[config.mk]
export PLATFORM = sky130hd
export DESIGN_NAME = sort_oet_flat
export DESIGN_NICKNAME = d
export VERILOG_FILES = /design/src/rtl/sort_pkg.sv /design/src/rtl/sort_oet_if.sv /design/src/rtl/cmp_swap.sv /design/src/rtl/sort_oet.sv /design/src/flat_wrapper.sv
export SDC_FILE = /design/constraint.sdc
export NUM_CORES = 1
export LEC_CHECK = 0
export BUFFER_PORTS_ARGS = -buffer_cell sky130_fd_sc_hd__buf_4
export CAP_MARGIN = 25
export CORE_UTILIZATION = 54
export DETAILED_ROUTE_END_ITERATION = 7
export GPL_TIMING_DRIVEN = 0
export PLACE_DENSITY = 0.9
export SYNTH_ARGS = -nofsm -noshare
export SYNTH_HDL_FRONTEND = slang
export SYNTH_SLANG_ARGS = --single-unit
[constraint.sdc]
create_clock -name clk -period 3.5 [get_ports clk]
set_clock_uncertainty 0.1 [all_clocks]
set_input_delay 0.7 -clock clk [delete_from_list [all_inputs] [get_ports clk]]
set_output_delay 0.7 -clock clk [all_outputs]
set_load 0.01 [all_outputs]
[src/rtl/sort_pkg.sv]
// Shared types and sizing helpers for the odd-even transposition sorter.
// Latency: n/a (declarations only).
// Backpressure: n/a (declarations only).
package sort_pkg;

  typedef enum logic [1:0] {
    IDLE = 2'd0,
    SORT = 2'd1,
    DONE = 2'd2
  } sort_state_t;

  // Phase counter must hold values 0..n so the last phase index n-1 is
  // reachable for any legal even lane count.
  function automatic int cnt_w(input int n);
    return $clog2(n) + 1;
  endfunction

endpackage

[src/rtl/sort_oet_if.sv]
// Valid/ready vector bus between producer, sorter and consumer.
// Latency: n/a (wiring only).
// Backpressure: in_ready/out_ready carry backpressure in each direction.
interface sort_oet_if #(
  parameter int N = 4,
  parameter int W = 4
);
  logic           in_valid;
  logic           in_ready;
  logic [N*W-1:0] in_data;
  logic           in_desc;
  logic           out_valid;
  logic           out_ready;
  logic [N*W-1:0] out_data;

  // Environment side: produces input vectors and consumes sorted ones.
  modport master (
    output in_valid, in_data, in_desc, out_ready,
    input  in_ready, out_valid, out_data
  );

  // Sorter side.
  modport slave (
    input  in_valid, in_data, in_desc, out_ready,
    output in_ready, out_valid, out_data
  );
endinterface

[src/rtl/cmp_swap.sv]
// Compare-exchange of one lane pair; lo goes to the lower lane index.
// Latency: purely combinational.
// Backpressure: none.
module cmp_swap #(
  parameter int W = 4
) (
  input  logic [W-1:0] a,
  input  logic [W-1:0] b,
  input  logic         desc,
  output logic [W-1:0] lo,
  output logic [W-1:0] hi
);
  logic swap;

  // Strict compares only, so equal keys never trade places (stable sort).
  always_comb begin
    swap = desc ? (a < b) : (a > b);
    lo   = swap ? b : a;
    hi   = swap ? a : b;
  end
endmodule

[src/rtl/sort_oet.sv]
// Sorts N unsigned W-bit lanes, one odd-even transposition phase per clock.
// Latency: N cycles from acceptance to out_valid, independent of data.
// Backpressure: holds the result in DONE until out_ready; in_ready only in IDLE or DONE&out_ready.
module sort_oet
  import sort_pkg::*;
#(
  parameter int N = 4,
  parameter int W = 4
) (
  input  logic       clk,
  input  logic       rst,
  sort_oet_if.slave  bus
);
  localparam int CW = cnt_w(N);
  localparam int NP = N / 2;

  sort_state_t            state_q;
  logic [N-1:0][W-1:0]    lane_q;
  logic [N-1:0][W-1:0]    lane_nxt;
  logic                   desc_q;
  logic [CW-1:0]          cnt_q;
  logic                   odd_phase;
  logic                   accept;

  logic [W-1:0] cmp_a  [NP];
  logic [W-1:0] cmp_b  [NP];
  logic [W-1:0] cmp_lo [NP];
  logic [W-1:0] cmp_hi [NP];

  assign odd_phase     = cnt_q[0];
  assign bus.in_ready  = (state_q == IDLE) || ((state_q == DONE) && bus.out_ready);
  assign accept        = bus.in_valid && bus.in_ready;
  assign bus.out_valid = (state_q == DONE);
  assign bus.out_data  = lane_q;

  // Shared comparator bank; the pairing feeding it changes with phase parity.
  for (genvar i = 0; i < NP; i++) begin : g_cmp
    cmp_swap #(.W(W)) u_cmp (
      .a    (cmp_a[i]),
      .b    (cmp_b[i]),
      .desc (desc_q),
      .lo   (cmp_lo[i]),
      .hi   (cmp_hi[i])
    );
  end

  // Route lane pairs to comparators: even phase (0,1),(2,3)..; odd phase
  // (1,2),(3,4)..; the top comparator idles on odd phases.
  always_comb begin
    for (int i = 0; i < NP; i++) begin
      if (!odd_phase || (i == NP - 1)) begin
        cmp_a[i] = lane_q[2*i];
        cmp_b[i] = lane_q[2*i+1];
      end else begin
        cmp_a[i] = lane_q[2*i+1];
        cmp_b[i] = lane_q[(2*i+2) % N];
      end
    end
  end

  // Merge comparator results back into lane order; on odd phases lanes 0
  // and N-1 keep their values.
  always_comb begin
    lane_nxt = lane_q;
    if (!odd_phase) begin
      for (int i = 0; i < NP; i++) begin
        lane_nxt[2*i]   = cmp_lo[i];
        lane_nxt[2*i+1] = cmp_hi[i];
      end
    end else begin
      for (int i = 0; i < NP - 1; i++) begin
        lane_nxt[2*i+1] = cmp_lo[i];
        lane_nxt[2*i+2] = cmp_hi[i];
      end
    end
  end

  // Control and datapath registers: acceptance loads a fresh vector and
  // restarts the phase count, SORT applies one phase per cycle, DONE holds.
  always_ff @(posedge clk or posedge rst) begin
    if (rst) begin
      state_q <= IDLE;
      lane_q  <= '0;
      desc_q  <= 1'b0;
      cnt_q   <= '0;
    end else if (accept) begin
      state_q <= SORT;
      lane_q  <= bus.in_data;
      desc_q  <= bus.in_desc;
      cnt_q   <= '0;
    end else begin
      case (state_q)
        SORT: begin
          lane_q <= lane_nxt;
          cnt_q  <= cnt_q + CW'(1);
          if (cnt_q == CW'(N - 1)) begin
            state_q <= DONE;
          end
        end
        DONE: begin
          if (bus.out_ready) begin
            state_q <= IDLE;
          end
        end
        default: begin
        end
      endcase
    end
  end
endmodule

[src/flat_wrapper.sv]
// flat-port wrapper written by rule: the top's interface ports become plain ports
module sort_oet_flat import sort_pkg::*;
#(
  parameter int N = 4,
  parameter int W = 4
)
  (clk, rst, bus_in_valid, bus_in_data, bus_in_desc, bus_out_ready, bus_in_ready, bus_out_valid, bus_out_data);
  sort_oet_if #(.N(N), .W(W)) bus_i ();
  input  logic clk;
  input  logic rst;
  input wire logic [$bits(bus_i.in_valid)-1:0] bus_in_valid;
  input wire logic [$bits(bus_i.in_data)-1:0] bus_in_data;
  input wire logic [$bits(bus_i.in_desc)-1:0] bus_in_desc;
  input wire logic [$bits(bus_i.out_ready)-1:0] bus_out_ready;
  output wire logic [$bits(bus_i.in_ready)-1:0] bus_in_ready;
  output wire logic [$bits(bus_i.out_valid)-1:0] bus_out_valid;
  output wire logic [$bits(bus_i.out_data)-1:0] bus_out_data;
  assign bus_i.in_valid = bus_in_valid;
  assign bus_i.in_data = bus_in_data;
  assign bus_i.in_desc = bus_in_desc;
  assign bus_i.out_ready = bus_out_ready;
  assign bus_in_ready = bus_i.in_ready;
  assign bus_out_valid = bus_i.out_valid;
  assign bus_out_data = bus_i.out_data;
  sort_oet #(.N(N), .W(W)) u_core (.clk(clk), .rst(rst), .bus(bus_i));
endmodule
==> impl_results.html <==
<table>
<tr><th>Metric</th><th>Value</th></tr>
<tr><th colspan="2">Timing</th></tr>
<tr><td>Transition at the pin with the smallest max-transition slack</td><td>891 ps</td></tr>
<tr><td>Unrepaired setup endpoints after global routing</td><td>false</td></tr>
<tr><td>Setup TNS</td><td>0 ps</td></tr>
<tr><td>Final max-slew violation count</td><td>0</td></tr>
<tr><td>FMAX</td><td>roughly 310 MHz</td></tr>
<tr><td>Count of final setup violators</td><td>0</td></tr>
<tr><td>Worst hold slack across all endpoints</td><td>roughly 450 ps</td></tr>
<tr><td>Post-route fraction of the period consumed by the critical path</td><td>about 93%</td></tr>
<tr><td>Relative slew slack</td><td>about 40%</td></tr>
<tr><td>Hold Violations, Final</td><td>0</td></tr>
<tr><td>Final critical-path required period</td><td>3250 ps</td></tr>
<tr><th colspan="2">Clocking</th></tr>
<tr><td>Largest buffer count on any clock path</td><td>2</td></tr>
<tr><td>Clock transition at path regs</td><td>around 120 ps</td></tr>
<tr><td>Post-CTS Repair Setup Buffers</td><td>0</td></tr>
<tr><td>Resized cells post-CTS</td><td>0</td></tr>
<tr><td>TritonCTS sink count</td><td>22</td></tr>
<tr><td>H-tree lvl count</td><td>1</td></tr>
<tr><td>Library cell used as clock root buffer</td><td>clkbuf_4</td></tr>
<tr><td>Clock latency at the later pin of the worst-skew pair</td><td>310 ps</td></tr>
<tr><td>Number of buffers added by the clock tree synthesis step</td><td>3</td></tr>
<tr><td>CTS Hold Bufs</td><td>0</td></tr>
<tr><td>CTS tree</td><td>built</td></tr>
<tr><th colspan="2">Placed design</th></tr>
<tr><td>Placer Congestion</td><td>0.950</td></tr>
<tr><td>DPL Wire Length</td><td>around 3.5 mm</td></tr>
<tr><td>Number of I/O port buffers</td><td>38</td></tr>
<tr><td>Placed cell count</td><td>around 280</td></tr>
<tr><th colspan="2">Critical path</th></tr>
<tr><td>Required arrival time at the worst endpoint</td><td>around 3600 ps</td></tr>
<tr><td>Worst Path Arrival</td><td>between 3000 and 4000 ps</td></tr>
<tr><td>Critical setup path kind</td><td>reg2reg</td></tr>
<tr><td>Nature of the critical path startpoint</td><td>flop</td></tr>
<tr><td>Crit path max fanout</td><td>10</td></tr>
<tr><td>Critical Path End Type</td><td>flop</td></tr>
<tr><th colspan="2">Finish</th></tr>
<tr><td>Layout cells sized above 1</td><td>about 28%</td></tr>
<tr><td>Area of the multi-input gates</td><td>between 1000 and 1500 µm²</td></tr>
<tr><td>Final core area utilization</td><td>69.3%</td></tr>
<tr><td>Area added between synthesis and finish</td><td>20.5%</td></tr>
<tr><td>Final net count</td><td>about 270</td></tr>
<tr><td>Number of inserted filler cells in the final layout</td><td>roughly 260</td></tr>
<tr><td>FF/Latch Area</td><td>551 µm²</td></tr>
<tr><td>Final standard cell count with taps included and fillers excluded</td><td>approximately 280</td></tr>
<tr><td>Ant. Diodes</td><td>0</td></tr>
<tr><th colspan="2">Synthesis</th></tr>
<tr><td>Total standard cell area after synthesis</td><td>1770 µm²</td></tr>
<tr><td>Most used standard cells in the synthesized netlist</td><td>dfrtp_1 (22), mux2i_1 (17), nand2_1 (15), inv_1 (14), nor2_1 (14)</td></tr>
<tr><td>Number of warnings issued by yosys</td><td>0</td></tr>
<tr><td>Most frequent cell after synthesis</td><td>dfrtp_1</td></tr>
<tr><td>Number of different library cells in the post-synthesis netlist</td><td>46</td></tr>
<tr><td>Most common flop cell mapped by yosys</td><td>dfrtp_1</td></tr>
<tr><td>Average cell area after synthesis</td><td>around 9 µm²</td></tr>
<tr><td>Portion of synthesized cell area occupied by the leading cell type</td><td>31.1%</td></tr>
<tr><td>Cell type with the highest aggregate area in the netlist</td><td>dfrtp_1</td></tr>
<tr><td>Count of flip-flops with a built-in enable after synthesis</td><td>0</td></tr>
<tr><td>Ys async rst share</td><td>100%</td></tr>
<tr><td>Syn Nets</td><td>230</td></tr>
<tr><td>Top post-synthesis cells by area</td><td>dfrtp_1 (31%), mux2i_1 (9.6%), ha_1 (9.2%), mux2_2 (5.1%), nand2_1 (3.2%)</td></tr>
<tr><td>Sequential share of the synthesized area</td><td>31.1%</td></tr>
<tr><td>Instance count of the mapped netlist</td><td>slightly below 200</td></tr>
<tr><td>Flip-flop and latch count after synthesis</td><td>22</td></tr>
<tr><th colspan="2">Global routing</th></tr>
<tr><td>Aggregate global-route resource usage</td><td>a little under 30%</td></tr>
<tr><td>Grt total ovfl</td><td>0</td></tr>
<tr><td>Number of global-route vias before repair</td><td>around 1600</td></tr>
<tr><td>Initial antenna violation count</td><td>0</td></tr>
<tr><td>Maximum number of pins on one net before global-route repair</td><td>23</td></tr>
<tr><td>Global-route wire length before repair</td><td>7.47 mm</td></tr>
<tr><th colspan="2">Floorplan</th></tr>
<tr><td>Starting density of the core</td><td>around 58%</td></tr>
<tr><td>Die boundary width</td><td>between 50 and 60 µm</td></tr>
<tr><td>Floorplan die area</td><td>around 3500 µm²</td></tr>
<tr><td>Number of placement rows</td><td>20</td></tr>
<tr><td>Core Box Area</td><td>3080 µm²</td></tr>
<tr><td>Top-level port count</td><td>39</td></tr>
<tr><td>Y dimension of the die</td><td>~59 µm</td></tr>
<tr><th colspan="2">Drt</th></tr>
<tr><td>Count of routing violations after the opening detailed-route iteration</td><td>between 100 and 150</td></tr>
<tr><td>DRC Markers</td><td>0</td></tr>
<tr><td>Total number of vias</td><td>1724</td></tr>
<tr><td>Average wire length per cell after detail routing</td><td>between 15 and 20 µm</td></tr>
<tr><td>Overall routed net length</td><td>roughly 4.6 mm</td></tr>
<tr><td>Via/cell ratio</td><td>a little over 6</td></tr>
<tr><td>Number of antenna-violating nets in the routed design</td><td>0</td></tr>
<tr><td>DR pass1 iterations</td><td>4</td></tr>
<tr><th colspan="2">Run status</th></tr>
<tr><td>Outcome</td><td>completed</td></tr>
<tr><th colspan="2">Job</th></tr>
<tr><td># Max-Cap Violations</td><td>0</td></tr>
<tr><th colspan="2">Worst hold path</th></tr>
<tr><td>Worst Hold Class</td><td>reg2reg</td></tr>
</table>
## sequential cells by signal (all words and copies together), names as in the netlist
| register | flops |
|---|---|
| u_core.desc_q | 1 |
| u_core.cnt_q | 3 |
| u_core.bus.out_data | 16 |
| u_core.state_q | 2 |
## critical path: stages, from the launching register on
cell and delay [ps]:
dfrtp_1 370, buf_2 210, buf_2 280, mux2i_1 440, ha_1 330, nor2_1 120, a21oi_2 80, a211oi_4 460
or2_1 180, buf_6 120, mux2i_1 300, o311ai_2 130
## routing by layer
| metal | GRT usage, % | vias to the layer above | wire length, µm |
|---|---|---|---|
| met1 | 39.9 | 802 | 1960 |
| met4 | 11.9 | 0 | 110 |
| met5 | 0 | - | 0 |
| li1 | - | 819 | - |
| met2 | 45.9 | 93 | 2180 |
| met3 | 3.28 | 10 | 372 |
## kinds of logic (layout without fill, tap and decap cells)
family | Yosys count | count (layout) | share of synthesized area [%]
adder cells (fa/ha/maj) | 13 | 13 | 9.18
multiplexers | 25 | 25 | 14.7
buffers and inverters | 27 | 68 | 6.64
flip-flops | 22 | 22 | 31.1
AND/OR/NAND/NOR | 51 | 51 | 13.6
XOR/XNOR | 2 | 2 | 0.989
AO/OA/AOI/OAI | 56 | 56 | 23.9
## layout by cell type, fill, tap and decap left out, drive strengths merged, types with 7 or more instances in the layout
cell,n
ha,13
dfrtp,22
o311ai,7
mux2i,17
buf,47
nor2,14
inv,16
o21ai,11
nand2,15
a21oi,10
mux2,8
## cell type report
cell class,instances,area share [%]
Sequential cell,22,25.8
Tap cell,44,2.58
Multi-Input combinational cell,147,51.7
Buffer,11,2.70
Timing Repair Buffer,38,13.4
Inverter,16,2.81
Clock buffer,3,1.06
## final timing paths
kind | endpoint | cells after the start | slack (ps) | start
max | u_core.bus.out_data[5]$_DFFE_PP0P_ | 11 | 250 | u_core.cnt_q[0]$_DFFE_PP0P_
min | u_core.cnt_q[1]$_DFFE_PP0P_ | 2 | 450 | u_core.cnt_q[1]$_DFFE_PP0P_
max reg2reg | u_core.bus.out_data[5]$_DFFE_PP0P_ | 11 | 250 | u_core.cnt_q[0]$_DFFE_PP0P_
min reg2reg | u_core.cnt_q[1]$_DFFE_PP0P_ | 2 | 450 | u_core.cnt_q[1]$_DFFE_PP0P_
max in group asynchronous | u_core.bus.out_data[2]$_DFFE_PP0P_ | 2 | 2300 | rst
min in group asynchronous | u_core.desc_q$_DFFE_PP0P_ | 2 | 460 | rst
## through the flow
stage / area (µm²) / worst slack, ps
after global placement: 2110 / 344
after CTS: 2130 / 274
after floorplan: 1770 / 779
after detailed placement: 2110 / 300
final: 2130 / 252
after global routing: 2130 / 39.0
Power is not shown: default switching activity piles up to over one toggle a cycle in this logic, so the estimate is an artifact.
